[config.mk]
export PLATFORM = sky130hd
export DESIGN_NAME = reaction_timer_flat
export DESIGN_NICKNAME = d
export VERILOG_FILES = /design/src/rtl/react_pkg.sv /design/src/rtl/reaction_timer_if.sv /design/src/rtl/bcd_counter4.sv /design/src/rtl/reaction_timer.sv /design/src/flat_wrapper.sv
export SDC_FILE = /design/constraint.sdc
export NUM_CORES = 1
export LEC_CHECK = 0
export BUFFER_PORTS_ARGS = -buffer_cell sky130_fd_sc_hd__buf_2
export CORE_MARGIN = 10
export CORE_UTILIZATION = 34
export DETAILED_ROUTE_END_ITERATION = 6
export GPL_ROUTABILITY_DRIVEN = 1
export SLEW_MARGIN = 10
export SYNTH_ARGS = -nofsm -noshare
export SYNTH_HDL_FRONTEND = slang
export SYNTH_HIERARCHICAL = 1
export SYNTH_SLANG_ARGS = --single-unit
[constraint.sdc]
create_clock -name clk -period 3.85 [get_ports clk]
set_input_delay 0.5775 -clock clk [delete_from_list [all_inputs] [get_ports clk]]
set_output_delay 0.5775 -clock clk [all_outputs]
set_load 0.02 [all_outputs]
[src/rtl/react_pkg.sv]
// Shared types and constants for the reaction timer: FSM state encoding and BCD geometry.
// The EARLY state only exists when REACT_EARLY_DETECT_EN is defined.
package react_pkg;

    localparam int BCD_W      = 4;
    localparam int BCD_DIGITS = 4;
    localparam int BCD_BITS   = BCD_W * BCD_DIGITS;

    typedef enum logic [2:0] {
        IDLE,
        ARMED,
        MEASURE,
`ifdef REACT_EARLY_DETECT_EN
        HOLD,
        EARLY
`else
        HOLD
`endif
    } state_t;

    function automatic logic [BCD_W-1:0] bcd_digit_inc(input logic [BCD_W-1:0] d);
        return (d == BCD_W'(9)) ? '0 : d + BCD_W'(1);
    endfunction

endpackage

[src/rtl/reaction_timer_if.sv]
// Control/status bundle between the reaction timer and its surroundings.
// master drives the stimulus side (start, time_out, tick, key); slave is the timer.
interface reaction_timer_if;
    import react_pkg::*;

    logic                start;
    logic                time_out;
    logic                tick;
    logic                key;
    logic                led;
    logic [BCD_BITS-1:0] bcd;
    logic                done;
    logic                early;

    modport master (
        output start, time_out, tick, key,
        input  led, bcd, done, early
    );

    modport slave (
        input  start, time_out, tick, key,
        output led, bcd, done, early
    );
endinterface

[src/rtl/bcd_counter4.sv]
// Four-digit BCD up-counter with synchronous clear, count enable and saturation at MAX_BCD.
module bcd_counter4
    import react_pkg::*;
#(
    parameter logic [BCD_BITS-1:0] MAX_BCD = 16'h9999
) (
    input  logic                clk,
    input  logic                rst_n,
    input  logic                clr,
    input  logic                en,
    output logic [BCD_BITS-1:0] count
);

    logic [BCD_BITS-1:0]   count_reg;
    logic [BCD_BITS-1:0]   count_next;
    logic [BCD_DIGITS-1:0] carry;

    // Saturation blocks the increment at the source of the ripple chain.
    assign carry[0] = en && (count_reg != MAX_BCD);

    generate
        for (genvar gi = 0; gi < BCD_DIGITS; gi++) begin : g_digit
            logic [BCD_W-1:0] digit;
            assign digit = count_reg[gi*BCD_W +: BCD_W];
            assign count_next[gi*BCD_W +: BCD_W] = carry[gi] ? bcd_digit_inc(digit) : digit;
            if (gi < BCD_DIGITS - 1) begin : g_carry
                assign carry[gi+1] = carry[gi] && (digit == BCD_W'(9));
            end
        end
    endgenerate

    always_ff @(posedge clk) begin
        if (!rst_n) begin
            count_reg <= '0;
        end else if (clr) begin
            count_reg <= '0;
        end else begin
            count_reg <= count_next;
        end
    end

    assign count = count_reg;

endmodule

[src/rtl/reaction_timer.sv]
// Reaction timer: arms on start, times from the time_out rising edge until key, in BCD milliseconds.
// Define REACT_EARLY_DETECT_EN to flag key presses made while still ARMED (EARLY state).
module reaction_timer
    import react_pkg::*;
#(
    parameter logic [BCD_BITS-1:0] MAX_BCD = 16'h9999,
    parameter int                  TICK_MS = 1
) (
    input  logic              clk,
    input  logic              rst_n,
    reaction_timer_if.slave   io
);

    if (TICK_MS < 1) begin : g_bad_tick_ms
        $error("TICK_MS must be at least 1");
    end

    state_t state_reg, state_next;
    logic   to_q_reg;
    logic   led_reg, led_next;
    logic   done_reg, done_next;
    logic   cnt_clr, cnt_en;
    logic   to_rise;

    assign to_rise = io.time_out && !to_q_reg;

`ifdef REACT_EARLY_DETECT_EN
    logic early_reg, early_next;
`endif

    always_comb begin
        state_next = state_reg;
        led_next   = led_reg;
        done_next  = 1'b0;
        cnt_clr    = 1'b0;
        cnt_en     = 1'b0;
`ifdef REACT_EARLY_DETECT_EN
        early_next = early_reg;
`endif
        // start restarts from any state and never produces a done pulse.
        if (io.start) begin
            state_next = ARMED;
            led_next   = 1'b0;
            cnt_clr    = 1'b1;
`ifdef REACT_EARLY_DETECT_EN
            early_next = 1'b0;
`endif
        end else begin
            case (state_reg)
                ARMED: begin
`ifdef REACT_EARLY_DETECT_EN
                    if (io.key) begin
                        state_next = EARLY;
                        early_next = 1'b1;
                    end else if (to_rise) begin
                        state_next = MEASURE;
                        led_next   = 1'b1;
                        cnt_clr    = 1'b1;
                    end
`else
                    if (to_rise) begin
                        state_next = MEASURE;
                        led_next   = 1'b1;
                        cnt_clr    = 1'b1;
                    end
`endif
                end
                MEASURE: begin
                    // The stop key wins over a coincident tick so the frozen value is exact.
                    if (io.key) begin
                        state_next = HOLD;
                        led_next   = 1'b0;
                        done_next  = 1'b1;
                    end else begin
                        cnt_en = io.tick;
                    end
                end
                default: ;
            endcase
        end
    end

    always_ff @(posedge clk) begin
        if (!rst_n) begin
            state_reg <= IDLE;
            to_q_reg  <= 1'b0;
            led_reg   <= 1'b0;
            done_reg  <= 1'b0;
        end else begin
            state_reg <= state_next;
            to_q_reg  <= io.time_out;
            led_reg   <= led_next;
            done_reg  <= done_next;
        end
    end

`ifdef REACT_EARLY_DETECT_EN
    always_ff @(posedge clk) begin
        if (!rst_n) begin
            early_reg <= 1'b0;
        end else begin
            early_reg <= early_next;
        end
    end
    assign io.early = early_reg;
`else
    assign io.early = 1'b0;
`endif

    bcd_counter4 #(
        .MAX_BCD (MAX_BCD)
    ) u_counter (
        .clk   (clk),
        .rst_n (rst_n),
        .clr   (cnt_clr),
        .en    (cnt_en),
        .count (io.bcd)
    );

    assign io.led  = led_reg;
    assign io.done = done_reg;

endmodule

[src/flat_wrapper.sv]
// flat-port wrapper written by rule: the top's interface ports become plain ports
module reaction_timer_flat import react_pkg::*;
#(
    parameter logic [BCD_BITS-1:0] MAX_BCD = 16'h9999,
    parameter int                  TICK_MS = 1
)
  (clk, rst_n, io_start, io_time_out, io_tick, io_key, io_led, io_bcd, io_done, io_early);
  reaction_timer_if io_i ();
  input  logic clk;
  input  logic rst_n;
  input wire logic [$bits(io_i.start)-1:0] io_start;
  input wire logic [$bits(io_i.time_out)-1:0] io_time_out;
  input wire logic [$bits(io_i.tick)-1:0] io_tick;
  input wire logic [$bits(io_i.key)-1:0] io_key;
  output wire logic [$bits(io_i.led)-1:0] io_led;
  output wire logic [$bits(io_i.bcd)-1:0] io_bcd;
  output wire logic [$bits(io_i.done)-1:0] io_done;
  output wire logic [$bits(io_i.early)-1:0] io_early;
  assign io_i.start = io_start;
  assign io_i.time_out = io_time_out;
  assign io_i.tick = io_tick;
  assign io_i.key = io_key;
  assign io_led = io_i.led;
  assign io_bcd = io_i.bcd;
  assign io_done = io_i.done;
  assign io_early = io_i.early;
  reaction_timer #(.MAX_BCD(MAX_BCD), .TICK_MS(TICK_MS)) u_core (.clk(clk), .rst_n(rst_n), .io(io_i));
endmodule
# Word level (Yosys, flattened, before mapping)
# Cells that the tools add are included.
# classes
add_sub_neg,4
eq_ne,11
n_mux,18
n_bitwise,2
n_reduce_logical,13
# op_table
operator,count
adder 4 x 1 -> 4 bit (second input constant),4
equality test 4 bit (second input constant),4
two-way mux 4 bit,4
inequality test 16 bit (second input constant),1
two-way mux 1 bit,10
two-way mux 3 bit,2
case mux 3 bit (2 select lines),1
AND reduction 3 bit,2
logical AND 1 bit,5
OR reduction 2 bit,2
equality test 3 x 1 -> 1 bit (second input constant),1
equality test 3 x 2 -> 1 bit (second input constant),1
inequality test 3 x 2 -> 1 bit (second input constant),1
inequality test 3 bit (second input constant),1
nonzero test 3 bit,1
OR reduction 3 bit,1
inequality test 2 x 1 -> 1 bit (second input constant),1
inequality test 2 bit (second input constant),1
NOT 1 bit,2
case mux 1 bit (2 select lines),1
nonzero test 2 bit,1
zero test 1 bit,1
# totals
regBits,22
inputBits,6
out_inout_bits,19
wordCells,57

# Logic depth before layout (Yosys ltp)
# Gate-level depths: netlist (run 1).
# depth
ltp_word,7
mapped_depth,6

# Hierarchy
# Netlist (run 1), hierarchy kept.
# modules_own_cells
mod,instances,cells_each,area_per_inst_um2
bcd_counter4,1,107,888.4
reaction_timer,1,22,220.2

# Worst setup path before layout (run 1)
# Ideal clock, no wire load.
# synth_timing
path_type,input port to flip-flop
from,in io_start
to,"reg u_core.u_counter.count_reg[15], in the netlist u_core/u_counter/count[15]"
t_arrival_ns,2.162
required_ns,3.776
setup_slack_ns,1.614
stages,6
cell_sequence,nand2b_1 > nor4_1 > and3_1 > nand3_2 > or4_1 > a31oi_1
# synth_between
elab_chain_len,5
elab_cells_between_ends,7
classes_between,mux (2); reduce/logical (5)
# synth_rtl
element,line,rtl
"start, declared",flat_wrapper.sv:11,input wire logic [$bits(io_i.start)-1:0] io_start;
two-way mux 1 bit,reaction_timer.sv:41,if (io.start) begin
net u_core.cnt_en,reaction_timer.sv:22,"logic cnt_clr, cnt_en;"
logical AND 1 bit,bcd_counter4.sv:19,assign carry[0] = en && (count_reg != MAX_BCD);
logical AND 1 bit (3 in series),bcd_counter4.sv:27,assign carry[gi+1] = carry[gi] && (digit == BCD_W'(9));
"end signal, assigned",bcd_counter4.sv:38,count_reg <= count_next;
"end, declared",bcd_counter4.sv:14,logic [BCD_BITS-1:0] count_reg;
# The timed path passes the listed nets, and every way through them passes these cells.
# A chain may end at the register's enable or synchronous reset.

# Worst setup path in the final report (run 1)
# Ends and elaborated chain as after synthesis.

==> flow_metrics.tcl, run 1 <==
set metrics [dict create \
    drt_iter0_drc 90 \
    layout.cells.non_filler 196 \
    dr.max_layer_used "met4" \
    post_cts_buffers 0 \
    initial_core_util_pct 36.0 \
    fin_ws_ps 1570 \
    ys_async_sr_fraction_pct 0 \
    dieArea_sq_um 5940 \
    routed_wl_um 2640 \
    path_buf_inv 1 \
    status "finished, final reports clean" \
    hold_path_startpoint "io_time_out" \
    yosys_warnings 6 \
    clk_latency_ps 310 \
    combPwrFrac_pct 4.9 \
    startpoint_type "input pin" \
    synth_top_area_cell "dfxtp_1" \
    firstDrtPassIters 4 \
    rsz0062_at_grt "no" \
    r2r_setup_slack_ps 1580 \
    synth_area_sq_um 1110 \
    hold_buffers 0 \
    syn_inst 129 \
    required_ps 4090 \
    yosys.area.top_type_share_pct 37.9 \
    p_leak_uw 0.000469 \
    grt-ovfl-total 0 \
    grtUsageTotal_pct 9.08 \
    dp_slack_ps 1300 \
    fin_tns_setup_ps 0 \
    ys.flop_type "dfxtp_1" \
    grt_pass1_wl_um 4550 \
    yosysSeqAreaShare_pct 37.9 \
    cts_tree "done" \
    clockBufferDepth 2 \
    route.vias.total 1035 \
    wl_met3_um 166 \
    fill_cells 333 \
    cts_root_buf "clkbuf_4" \
    dp.cells 192 \
    p_sw_uw 80.4 \
    path_clk_slew_ps 120 \
    cts_buffers 3 \
    ys_top_cells_by_area "dfxtp_1 (38%), a21oi_1 (4.5%), nor2b_1 (4.0%), o21ai_0 (3.6%), o31ai_1 (3.4%)" \
    first_global_vias 1011 \
    cts.sinks 21 \
    synth_edf_count 0 \
    slew_viol_final 0 \
    total_power_uw 347 \
    critPathMaxFanout 9 \
    wl_met2_um 1300 \
    whs_path_depth 2 \
    drcViolationCount 0 \
    cts.htree.levels 1 \
    routedWlPerCell_um 13.5 \
    place_congestion 0.810 \
    p_per_area_nw_per_um2 272 \
    critPathArrivalTime_ps 2520 \
    core_area_sq_um 3080 \
    layout.nets 159 \
    ant_nets 0 \
    crit_path_top_delay_cell "or4_1" \
    yosysUniqueCellTypes 43 \
    min_period_ps 2280 \
    r2r_start "u_core/state_reg[1]" \
    grt_max_degree 14 \
    vdd_drop_max_mv 0.236 \
    power_frac_seq_pct 63.8 \
    cts_resized 0 \
    hpwl_um 1960 \
    max-cap-violations 0 \
    holdPathEnd "u_core/to_q_reg" \
    p_clk_share_pct 31.4 \
    synth_most_common_cell "dfxtp_1" \
    ios 25 \
    relSlewSlack_pct 58.6 \
    hold_violations 0 \
    crit_type "in -> reg" \
    syn_nets 135 \
    ys_ff_latch 21 \
    finalSetupViolations 0 \
    tightestPinTransition_ps 615 \
    max_freq_mhz 439 \
    syn_area_per_cell_sq_um 8.59 \
    rows 20 \
    reg2reg_to "u_core/u_counter/count[15]" \
    drive_gt1_share_pct 21.1 \
    largest_reg_flops 16 \
    placed_area_sq_um 1250 \
    antenna_found_initial 0 \
    max_stage_delay_ps 550 \
    dieHeight_um 77.1 \
    cp-end-kind "flip-flop" \
    final_area_sq_um 1280 \
    fin_skew_ps 8.13 \
    io_buffers 23 \
    crit_family "simple AND/OR/NAND/NOR gates" \
    vias_per_cell 5.28 \
    reg2reg_depth 6 \
    hp-class "in -> reg" \
    p_int_uw 267 \
    fin_crit_sh_pct 59.2 \
    die_width_um 77.1 \
    syn_to_final_growth_pct 15.2 \
    synth_commonest_cells "dfxtp_1 (21), a21oi_1 (10), nor2_1 (9)" \
    wl_met1_um 1150 \
    antenna_cells 0 \
    switching_share_pct 23.1 \
    crit_chain "buf_2 -> nand2b_1 -> nor4_1 -> and3_1 -> nand3_2 -> or4_1 -> a31oi_1" \
]
[per-stage QoR]
step / hold WS (ps) / util [%]
after global routing: 498 / 41.5
after global placement: 491 / 40.7
final: 486 / 41.5
after CTS: 477 / 41.5
after detailed placement: 478 / 40.7
after floorplan: 460 / -
[cell families (layout without fill, tap and decap cells)]
logic type | after synthesis | after routing | synth area share [%]
buffers and inverters | 9 | 32 | 4.18
AOI/OAI and AO/OA | 31 | 31 | 16.8
other | 1 | 1 | 0.338
xor gates and xnor gates | 2 | 2 | 1.58
DFF | 21 | 21 | 37.9
and+or+nand+nor | 65 | 65 | 39.2
[routing by layer]
layer  vias to the layer above  track usage (%)
met1                       483             9.56
met5                         -                0
met4                         0             2.19
met2                        24             16.2
met3                         2             3.96
li1                        526                -
[how the worst max path moves through the flow]
stage	slack [ps]	to	cells past startpoint	start
6_report	1570	u_core/u_counter/count[15]	7	io_start
5_1_grt	1300	u_core/u_counter/count[15]	6	u_core/state_reg[1]
2_1_floorplan	1610	u_core/u_counter/count[15]	6	io_start
3_5_place_dp	1300	u_core/u_counter/count[15]	7	io_start
3_3_place_gp	1330	u_core/u_counter/count[15]	7	io_start
4_1_cts	1580	u_core/u_counter/count[15]	6	u_core/state_reg[1]
[power by group through the flow]
stage	logic [uW]	clock network, uW	registers, uW
detailed placement	16.7	0	226
floorplan	10.7	0	226
global route	19.0	122	222
finish	16.9	109	221
CTS	16.8	114	222
global placement	16.3	0	226
[cells in the final DEF, fill, tap and decap left out, types with 2 or more instances in the layout]
cell type and count:
a21oi_1 10, a31oi_1 3, and2_1 3, buf_2 23
clkbuf_4 3, dfxtp_1 21, inv_1 5, nand2_1 7
nand2b_1 3, nand3_1 3, nand3b_1 3, nand4_1 2
nand4bb_1 2, nor2_1 9, nor2b_1 7, nor3_1 3
nor4_1 5, o21ai_0 8, o31ai_1 5, or4_1 5
[final cells by class]
type | count | area [sq um] | area share (%)
Multi-Input combinational cell | 99 | 642 | 50.2
Sequential cell | 21 | 420 | 32.9
Timing Repair Buffer | 23 | 115 | 9.01
Tap cell | 44 | 55.1 | 4.31
Clock buffer | 4 | 26.3 | 2.06
Inverter | 5 | 18.8 | 1.47
Note: power is estimated with default switching activity, not from simulation.
==> inputs of run 2 (changes only) <==
clock period = 2.2 ns   (was 3.85 ns; I/O delays follow)
==> flow_metrics.tcl, run 2 (synthesis results as in run 1) <==
set metrics [dict create \
    antenna_found_initial 0 \
    cts_root_buf "clkbuf_4" \
    fin_tns_setup_ps 0 \
    p_leak_uw 0.000485 \
    dieHeight_um 77.1 \
    initial_core_util_pct 36.0 \
    final_cell_mix "buf_2 (23), dfxtp_1 (21), a21oi_1 (10), nor2_1 (9), o21ai_0 (8)" \
    finalSetupViolations 0 \
    drcViolationCount 0 \
    ios 25 \
    clockBufferDepth 2 \
    dieArea_sq_um 5940 \
    drt_iter0_drc 68 \
    hold_violations 0 \
    cp-end-kind "flip-flop" \
    required_ps 2440 \
    layout.nets 162 \
    startpoint_type "flip-flop" \
    rows 20 \
    final_common_cell "buf_2" \
    crit_family "simple AND/OR/NAND/NOR gates" \
    io_buffers 23 \
    vdd_drop_max_mv 0.265 \
    route.vias.total 1010 \
    rsz0062_at_grt "no" \
    grt_max_degree 13 \
    hpwl_um 1950 \
    antenna_cells 0 \
    firstDrtPassIters 4 \
    p_per_area_nw_per_um2 464 \
    drive_gt1_share_pct 22.6 \
    vias_per_cell 5.08 \
    cts_resized 0 \
    fin_skew_ps 6.00 \
    critPathMaxFanout 9 \
    path_buf_inv 1 \
    grt-ovfl-total 0 \
    post_cts_buffers 0 \
    cts.sinks 21 \
    first_global_vias 973 \
    status "finished, final reports clean" \
    routedWlPerCell_um 12.9 \
    min_period_ps 2020 \
    ant_nets 0 \
    die_width_um 77.1 \
    crit_path_top_delay_cell "or4_1" \
    fill_cells 329 \
    core_area_sq_um 3080 \
    place_congestion 0.788 \
    slew_viol_final 0 \
    cts_tree "done" \
    max-cap-violations 0 \
    hp-class "in -> reg" \
    syn_to_final_growth_pct 17.3 \
    routed_wl_um 2560 \
    max_stage_delay_ps 550 \
    crit_chain "inv_1 -> nor4_1 -> and3_1 -> nand3_2 -> or4_1 -> a31oi_1" \
    final_area_sq_um 1300 \
    max_freq_mhz 495 \
    placed_area_sq_um 1270 \
    grt_pass1_wl_um 4390 \
    clk_latency_ps 300 \
    cts.htree.levels 1 \
    fin_crit_sh_pct 91.8 \
    largest_reg_flops 16 \
    critPathArrivalTime_ps 2260 \
    cts_buffers 3 \
    grtUsageTotal_pct 8.89 \
    path_clk_slew_ps 120 \
    crit_type "reg -> reg" \
    hold_buffers 0 \
]
run 2: final timing paths:
path	start	end	slack [ps]	depth (start not counted)
min	io_time_out	u_core/to_q_reg	230	2
max	u_core/state_reg[1]	u_core/u_counter/count[15]	180	6
max reg2reg	u_core/state_reg[1]	u_core/u_counter/count[15]	180	6
min reg2reg	u_core/io.led	u_core/io.led	510	2
run 2: power breakdown:
group,switching (uW),total (uW),internal [uW]
logic,16.8,30.5,13.6
registers,3.20,387,384
clock network,115,186,70.7
total,135,604,469
run 2: cell type report:
cell class	count	area [sq um]	share of cell area (%)
Clock buffer	4	26.3	2.02
Inverter	5	18.8	1.44
Multi-Input combinational cell	99	642	49.4
Sequential cell	21	420	32.3
Tap cell	44	55.1	4.23
Timing Repair Buffer	26	138	10.6
run 2: through the flow:
step | worst slack (ps) | cells | total power (uW) | utilization, % | hold slack (ps)
finish | 181 | 199 | 604 | 42.2 | 232
global route | 37.3 | 199 | 637 | 42.2 | 230
CTS | 192 | 199 | 616 | 42.2 | 219
detailed placement | 146 | 195 | 427 | 41.4 | 492
global placement | 203 | 195 | 427 | 41.4 | 490
floorplan | 207 | 129 | 415 | - | 452
run 2: metal layers:
metal	global-route usage [%]	vias to the layer above	routed length (um)
li1	-	536	-
met1	10.0	457	1220
met2	14.7	15	1200
met3	2.91	2	117
met4	4.38	0	21
met5	0	-	0
